===== config.mk =====
export PLATFORM = sky130hd
export DESIGN_NAME = jk_mod_counter
export DESIGN_NICKNAME = d
export VERILOG_FILES = /design/src/rtl/jk_mod_counter.sv
export SDC_FILE = /design/constraint.sdc
export NUM_CORES = 1
export LEC_CHECK = 0
export BUFFER_PORTS_ARGS = -buffer_cell sky130_fd_sc_hd__buf_2
export CORE_AREA = 2 2 39 41
export CTS_BUF_LIST = sky130_fd_sc_hd__clkbuf_16
export CTS_CLUSTER_SIZE = 25
export DETAILED_ROUTE_END_ITERATION = 16
export DIE_AREA = 0 0 41 43
export PLACE_DENSITY = 0.63
export SLEW_MARGIN = 20
export SYNTH_ARGS = -nofsm -noshare
export SYNTH_HDL_FRONTEND = slang
export SYNTH_SLANG_ARGS = --single-unit

===== constraint.sdc =====
create_clock -name clock -period 1.2 [get_ports clock]
set_input_delay 0.24 -clock clock [delete_from_list [all_inputs] [get_ports clock]]
set_output_delay 0.24 -clock clock [all_outputs]
set_load 0.1 [all_outputs]

===== src/rtl/jk_mod_counter.sv =====
// jk_mod_counter: synchronous mod-MODULUS up/down counter built from JK cells.
// Each bit is a JK flip-flop with J=K=toggle, so a set toggle bit flips the
// cell and a clear one holds it. A load bypasses the JK excitation and
// forces the next state directly. The count is clamped below MODULUS.
//
// Parameters:
//   WIDTH      count width in bits (1..16)
//   MODULUS    count range 0..MODULUS-1 (2 <= MODULUS <= 2**WIDTH)
//
// Ports:
//   clock       rising-edge clock
//   reset_n     asynchronous active-low reset
//   enable      count one step this cycle
//   up          1 = count up, 0 = count down
//   load        synchronous load of load_value (priority over enable)
//   load_value  value to load, clamped to MODULUS-1
//   count       registered count (q of the JK cells)
//   count_bar   bitwise complement of count (qbar of the JK cells)
//   wrap        registered one-cycle pulse when the count wraps
//
// Configuration macro:
//   JK_CNT_SATURATE_EN  when defined, the count stops at 0 and MODULUS-1
//                       instead of wrapping. wrap then pulses on every
//                       enabled edge that tries to pass a limit.
module jk_mod_counter #(
    parameter int WIDTH   = 4,
    parameter int MODULUS = 10
) (
    input  logic             clock,
    input  logic             reset_n,
    input  logic             enable,
    input  logic             up,
    input  logic             load,
    input  logic [WIDTH-1:0] load_value,
    output logic [WIDTH-1:0] count,
    output logic [WIDTH-1:0] count_bar,
    output logic             wrap
);

    // Comparisons run in WIDTH+1 bits so that MODULUS == 2**WIDTH still fits.
    localparam logic [WIDTH:0]   MOD_W = (WIDTH+1)'(MODULUS);
    localparam logic [WIDTH:0]   MAX_W = (WIDTH+1)'(MODULUS - 1);
    localparam logic [WIDTH-1:0] MAX_V = MAX_W[WIDTH-1:0];

    logic [WIDTH-1:0] toggle;
    logic [WIDTH-1:0] jk_next;
    logic [WIDTH-1:0] load_clamped;
    logic [WIDTH-1:0] count_next;
    logic             at_max;
    logic             at_zero;
    logic             limit;
    logic             chain;
    logic             wrap_next;

    // Toggle derivation. Away from the limit, bit i toggles when all lower bits
    // are 1 (up) or all are 0 (down). At the limit, the toggle pattern is the
    // XOR of the current count and the wrap target. The JK cells then land
    // exactly on 0 (up) or MODULUS-1 (down).
    always_comb begin
        at_max  = ({1'b0, count} == MAX_W);
        at_zero = (count == '0);
        limit   = up ? at_max : at_zero;
        toggle  = '0;
        chain   = 1'b1;
        for (int unsigned i = 0; i < WIDTH; i++) begin
            if (up) begin
                toggle[i] = at_max ? count[i] : chain;
                chain     = chain & count[i];
            end else begin
                toggle[i] = at_zero ? (count[i] ^ MAX_V[i]) : chain;
                chain     = chain & count_bar[i];
            end
        end
`ifdef JK_CNT_SATURATE_EN
        if (limit) begin
            toggle = '0;
        end
`endif
        // JK excitation with J=K=toggle: q+ = J&~q | ~K&q
        jk_next = (toggle & ~count) | (~toggle & count);
    end

    always_comb begin
        load_clamped = ({1'b0, load_value} < MOD_W) ? load_value : MAX_V;
        count_next   = count;
        wrap_next    = 1'b0;
        if (load) begin
            count_next = load_clamped;
        end else if (enable) begin
            count_next = jk_next;
            wrap_next  = limit;
        end
    end

    always_ff @(posedge clock or negedge reset_n) begin
        if (!reset_n) begin
            count <= '0;
            wrap  <= 1'b0;
        end else begin
            count <= count_next;
            wrap  <= wrap_next;
        end
    end

    assign count_bar = ~count;

endmodule

# Word-level counts from Yosys, hierarchy flattened

Cells that the tools add are included.

Word-level logic and storage cells: 38
Register bits: 5

Mux-type cells: 21
Equal/unequal tests: 1
Bitwise operators: 11
Magnitude comparators: 1
Reductions and logical operators: 2

Operator list:

| cell                                        | count |
|---|---|
| 1-bit two-way mux                           | 18 |
| 4-bit two-way mux                           | 3 |
| 4-bit bitwise AND                           | 2 |
| 4-bit NOT                                   | 2 |
| 1-bit bitwise AND                           | 4 |
| 4-bit equality test (second input constant) | 1 |
| 4-bit zero test                             | 1 |
| 4-bit < comparator (second input constant)  | 1 |
| 4-bit OR                                    | 1 |
| 1-bit NOT                                   | 2 |
| 2-bit nonzero test                          | 1 |

# Depth between registers and ports, before layout

Word-level depth: 13
Depth in mapped cells: 4
Depth with buffers taken out: 3

# Worst setup path before layout

OpenSTA, ideal clock, no wires.

Path type: register to register
From: register count[3]
To: register count[3]
Path slack: -1147 ps
Required time: 1074 ps
Cell stages (with the launch flop): 4
Arrival: 2221 ps
Path through: dfrtp_1 > inv_1 > o211a_1 > a221o_1

Elaborated cells on any way between the ends: 13

RTL lines:

| what                   | line | text |
|---|---|---|
| from (decl)            | 35   | `output logic [WIDTH-1:0] count,` |
| from (signal assigned) | 100  | `count <= count_next;` |
| 4-bit NOT              | --   |  |
| via count_bar[3]       | 36   | `output logic [WIDTH-1:0] count_bar,` |
| 4-bit bitwise AND      | 80   | `jk_next = (toggle & ~count) \| (~toggle & count);` |
| 4-bit OR               | 80   |  |
| 4-bit two-way mux      | 89   | `end else if (enable) begin` |
| 4-bit two-way mux      | 87   | `if (load) begin` |

The timed path passes the listed nets, and every way through them passes these cells. The select of a mux whose other input is x is not followed.
A chain may end at the register's enable or synchronous reset.

# Worst setup path after layout

From: register count[2]
To: output count[2]

No word-level cell between the ends.

==> flow_summary_export.csv <==
group,metric,value,unit
worst_setup_path,critPathMaxStageDelay,0.48,ns
worst_setup_path,timing.rr.end,"count[3]",
global_routing,grt_pass1_wl,2120,µm
logic_synthesis,yosysWarnings,0,
logic_synthesis,syn_nets,54,
drt,wl_met2,660,µm
floorplan,die_y,43,µm
drt,dr_wl_met3,76,µm
logic_synthesis,synthCells,45,
drt,ant_nets,0,
finish,drive_above_1_share,64.6,%
global_routing,track_usage,18.9,%
finish,synthToLayoutAreaGrowth,125,%
drt,via_count,497,
pwr,p_int,957,µW
logic_synthesis,syn_area_per_cell,8.95,µm²
worst_hold_path,holdPathEnd,"count[0]",
timing,finalSetupViolCount,10,
floorplan,rows,14,
drt,post-route-drc-count,0,
place,portBuffers,17,
floorplan,coreArea,1380,µm²
pwr,p_comb_share,49.1,%
logic_synthesis,async_reset_ff_share,100,%
logic_synthesis,syn_area,403,µm²
timing,fin_ws,-0.141,ns
worst_setup_path,rr_worst_depth,5,
floorplan,fp.dieArea,1760,µm²
drt,routed.top_layer,"met4",
logic_synthesis,synth_seq_cells,5,
worst_setup_path,path_cells,"buf_6 -> buf_6 -> buf_12",
drt,dr.pass1.iters,4,
flow_run,drv_cap,0,
timing,holdWs,0.270,ns
logic_synthesis,synth_seq_area_share,31.1,%
drt,post_drt_wl_per_cell,14.2,µm
drt,wirelength,1350,µm
finish,n_antenna_cell,0,
pwr,swShare,37.9,%
worst_setup_path,cp_data_arrival_time,1.10,ns
worst_setup_path,r2r_setup_slack,-0.11,ns
clocking,cts_tree,"done",
pwr,leakage,0.000408,µW
worst_setup_path,startpoint_type,"flip-flop",
clocking,cts-root-buf,"clkbuf_16",
worst_setup_path,crit_type,"reg -> out",
worst_setup_path,worstPathRequired,0.96,ns
worst_setup_path,cpMostUsedCell,"buf_6",
clocking,htree_levels,1,
logic_synthesis,synth_edf_count,0,
timing,worst_slew_pin_slew,0.291,ns
clocking,clockBufferDepth,2,
worst_setup_path,worstPathMaxFanout,3,
logic_synthesis,ys.flop_type,"dfrtp_1",
timing,max_slew_margin,80.6,%
finish,fillers,106,
pwr,power.density,1700,nW/µm²
worst_setup_path,regToRegStartpoint,"count[2]",
drt,vias_per_cell,5.23,
floorplan,io_pins,18,
pwr,power_frac_clock,35.5,%
pwr,switching_power,583,µW
worst_setup_path,end_kind,"output pin",
pwr,ir_worst_vdd,1.10,mV
clocking,clk_pin_slew,0.03,ns
timing,finClkSkew,0.00286,ns
status,outcome,"complete, but fails checks",
place,dp_hpwl,849,µm
timing,fin_tns_setup,-0.872,ns
timing,finalHoldViolCount,0,
global_routing,antenna_found_initial,0,
floorplan,start_util,29.1,%
worst_setup_path,cp_slowest_cell,"dfrtp_4",
global_routing,grt-ovfl-total,0,
logic_synthesis,yosysMostFrequentCell,"dfrtp_1",
finish,fin_area,905,µm²
global_routing,grt_max_degree,11,
timing,maxSlewViolCount,0,
timing,period_share,112,%
place,pre_cts_slack,-0.0874,ns
pwr,seqPwrFrac,15.3,%
finish,finish.net_count,89,
timing,post-route-min-period,1.34,ns
clocking,worstSkewPairLatency,0.23,ns
logic_synthesis,synth_top_area_share,31.1,%
floorplan,die_w,41,µm
clocking,cts-buffers-inserted,3,
place,dpl_cell_area,706,µm²
logic_synthesis,ys_types,30,
timing,rsz0062_at_grt,"yes",
worst_hold_path,hold_path_depth,3,
drt,drtIter0Drc,25,
timing,max_freq,746,MHz
place,routabilityCongestion,0.820,
logic_synthesis,synthTopCellsByCount,"5 x dfrtp_1, 4 x inv_1, 4 x o21ai_0",
global_routing,grt_pass1_vias,456,
logic_synthesis,synth_top_area_cell,"dfrtp_1",
logic_synthesis,netlist_top_cells_area,"dfrtp_1 31%, buf_6 5.6%, o21ai_0 5.0%, xnor2_1 4.3%, inv_1 3.7%",
drt,wl_met1,584,µm
clocking,cts_sinks,5,
worst_hold_path,hold_start,"load_value[0]",
worst_hold_path,hold_class,"in -> reg",
status,violations,"setup timing",
[critical path: cells and delay by family, from the launching register on]
| family | cells | cell delay (ns) |
|---|---|---|
| flip-flops | 1 | 0.48 |
| buffers and inverters | 3 | 0.39 |
[worst max-delay path by stage]
stage | slack [ns] | end | from | cells after the start
after floorplan | -0.58 | count[3] | count[3] | 3
after global placement | -0.05 | count[3] | count[0] | 3
after detailed placement | -0.09 | count[3] | count[0] | 3
after CTS | -0.14 | count[2] | count[2] | 3
after global routing | -0.16 | count_bar[0] | count[0] | 3
final | -0.14 | count[2] | count[2] | 3
[logic make-up after synthesis]
kind of cell | synth area share [%]
AO/OA/AOI/OAI | 28.0
AND/OR/NAND/NOR | 22.1
flip-flops | 31.1
buffers and inverters | 12.4
XOR/XNOR | 6.52
[power groups by stage]
stage / Sequential, µW / Combinational [µW] / Clock, µW
finish: 236 / 757 / 547
global route: 238 / 789 / 569
CTS: 234 / 735 / 553
detailed placement: 238 / 652 / 0
global placement: 235 / 648 / 0
floorplan: 368 / 271 / 0
[timing repair]
item | 4_1_cts | 5_1_grt
endpoints found under the hold margin | 5 | 0
resized for setup | 7 | 6
cloned | 0 | 0
pin swaps | 6 | 2
hold buffers | 1 | 0
setup buffers | 8 | 0
endpoints found under the setup margin | 11 | 11
[sequential cells by signal, indices dropped and copies added (netlist names)]
signal / cells
count: 4
wrap: 1
[final cells by class]
class,count,area (µm²),share of cell area (%)
clock buffer,3,75.1,8.30
clock inverter,1,3.75,0.415
inverter,4,30.0,3.32
multi-input combinational,31,248,27.4
sequential,5,140,15.5
tap,16,20.0,2.21
timing repair buffer,35,388,42.9
[layout by cell type, fill, tap and decap left out]
cell / n
o21a_1: 2
buf_4: 9
a211oi_1: 1
nand2b_1: 1
a21o_1: 1
nand3b_1: 1
and4_4: 1
buf_2: 8
xor2_1: 1
a211o_1: 1
xnor2_1: 1
a21boi_0: 1
nor2_1: 1
o2111ai_1: 1
dfrtp_1: 1
o21ai_0: 2
and3_2: 1
buf_6: 8
and3b_2: 1
o2111a_1: 1
nor3_1: 2
inv_1: 1
a221o_1: 1
dlygate4sd3_1: 1
nand4_1: 1
nor4_2: 1
buf_12: 9
clkbuf_16: 3
dfrtp_4: 4
o21ai_1: 2
nand3_1: 1
o211a_1: 1
clkinvlp_4: 4
nor4b_2: 1
nor2b_1: 1
xnor2_2: 1
a31oi_1: 1
[layer usage]
layer | global-route usage, % | vias up
met5 | 0 | -
met3 | 4.71 | 4
met2 | 26.3 | 22
met1 | 23.9 | 236
met4 | 14.0 | 0
li1 | - | 235
[through the flow]
step / power (µW) / utilization, % / std cells
6_report: 1540 / 65.4 / 95
3_3_place_gp: 884 / 51.0 / 82
4_1_cts: 1520 / 63.9 / 95
2_1_floorplan: 638 / - / 45
3_5_place_dp: 890 / 51.0 / 82
5_1_grt: 1600 / 65.4 / 95
Power figures use the tool's default switching activity.
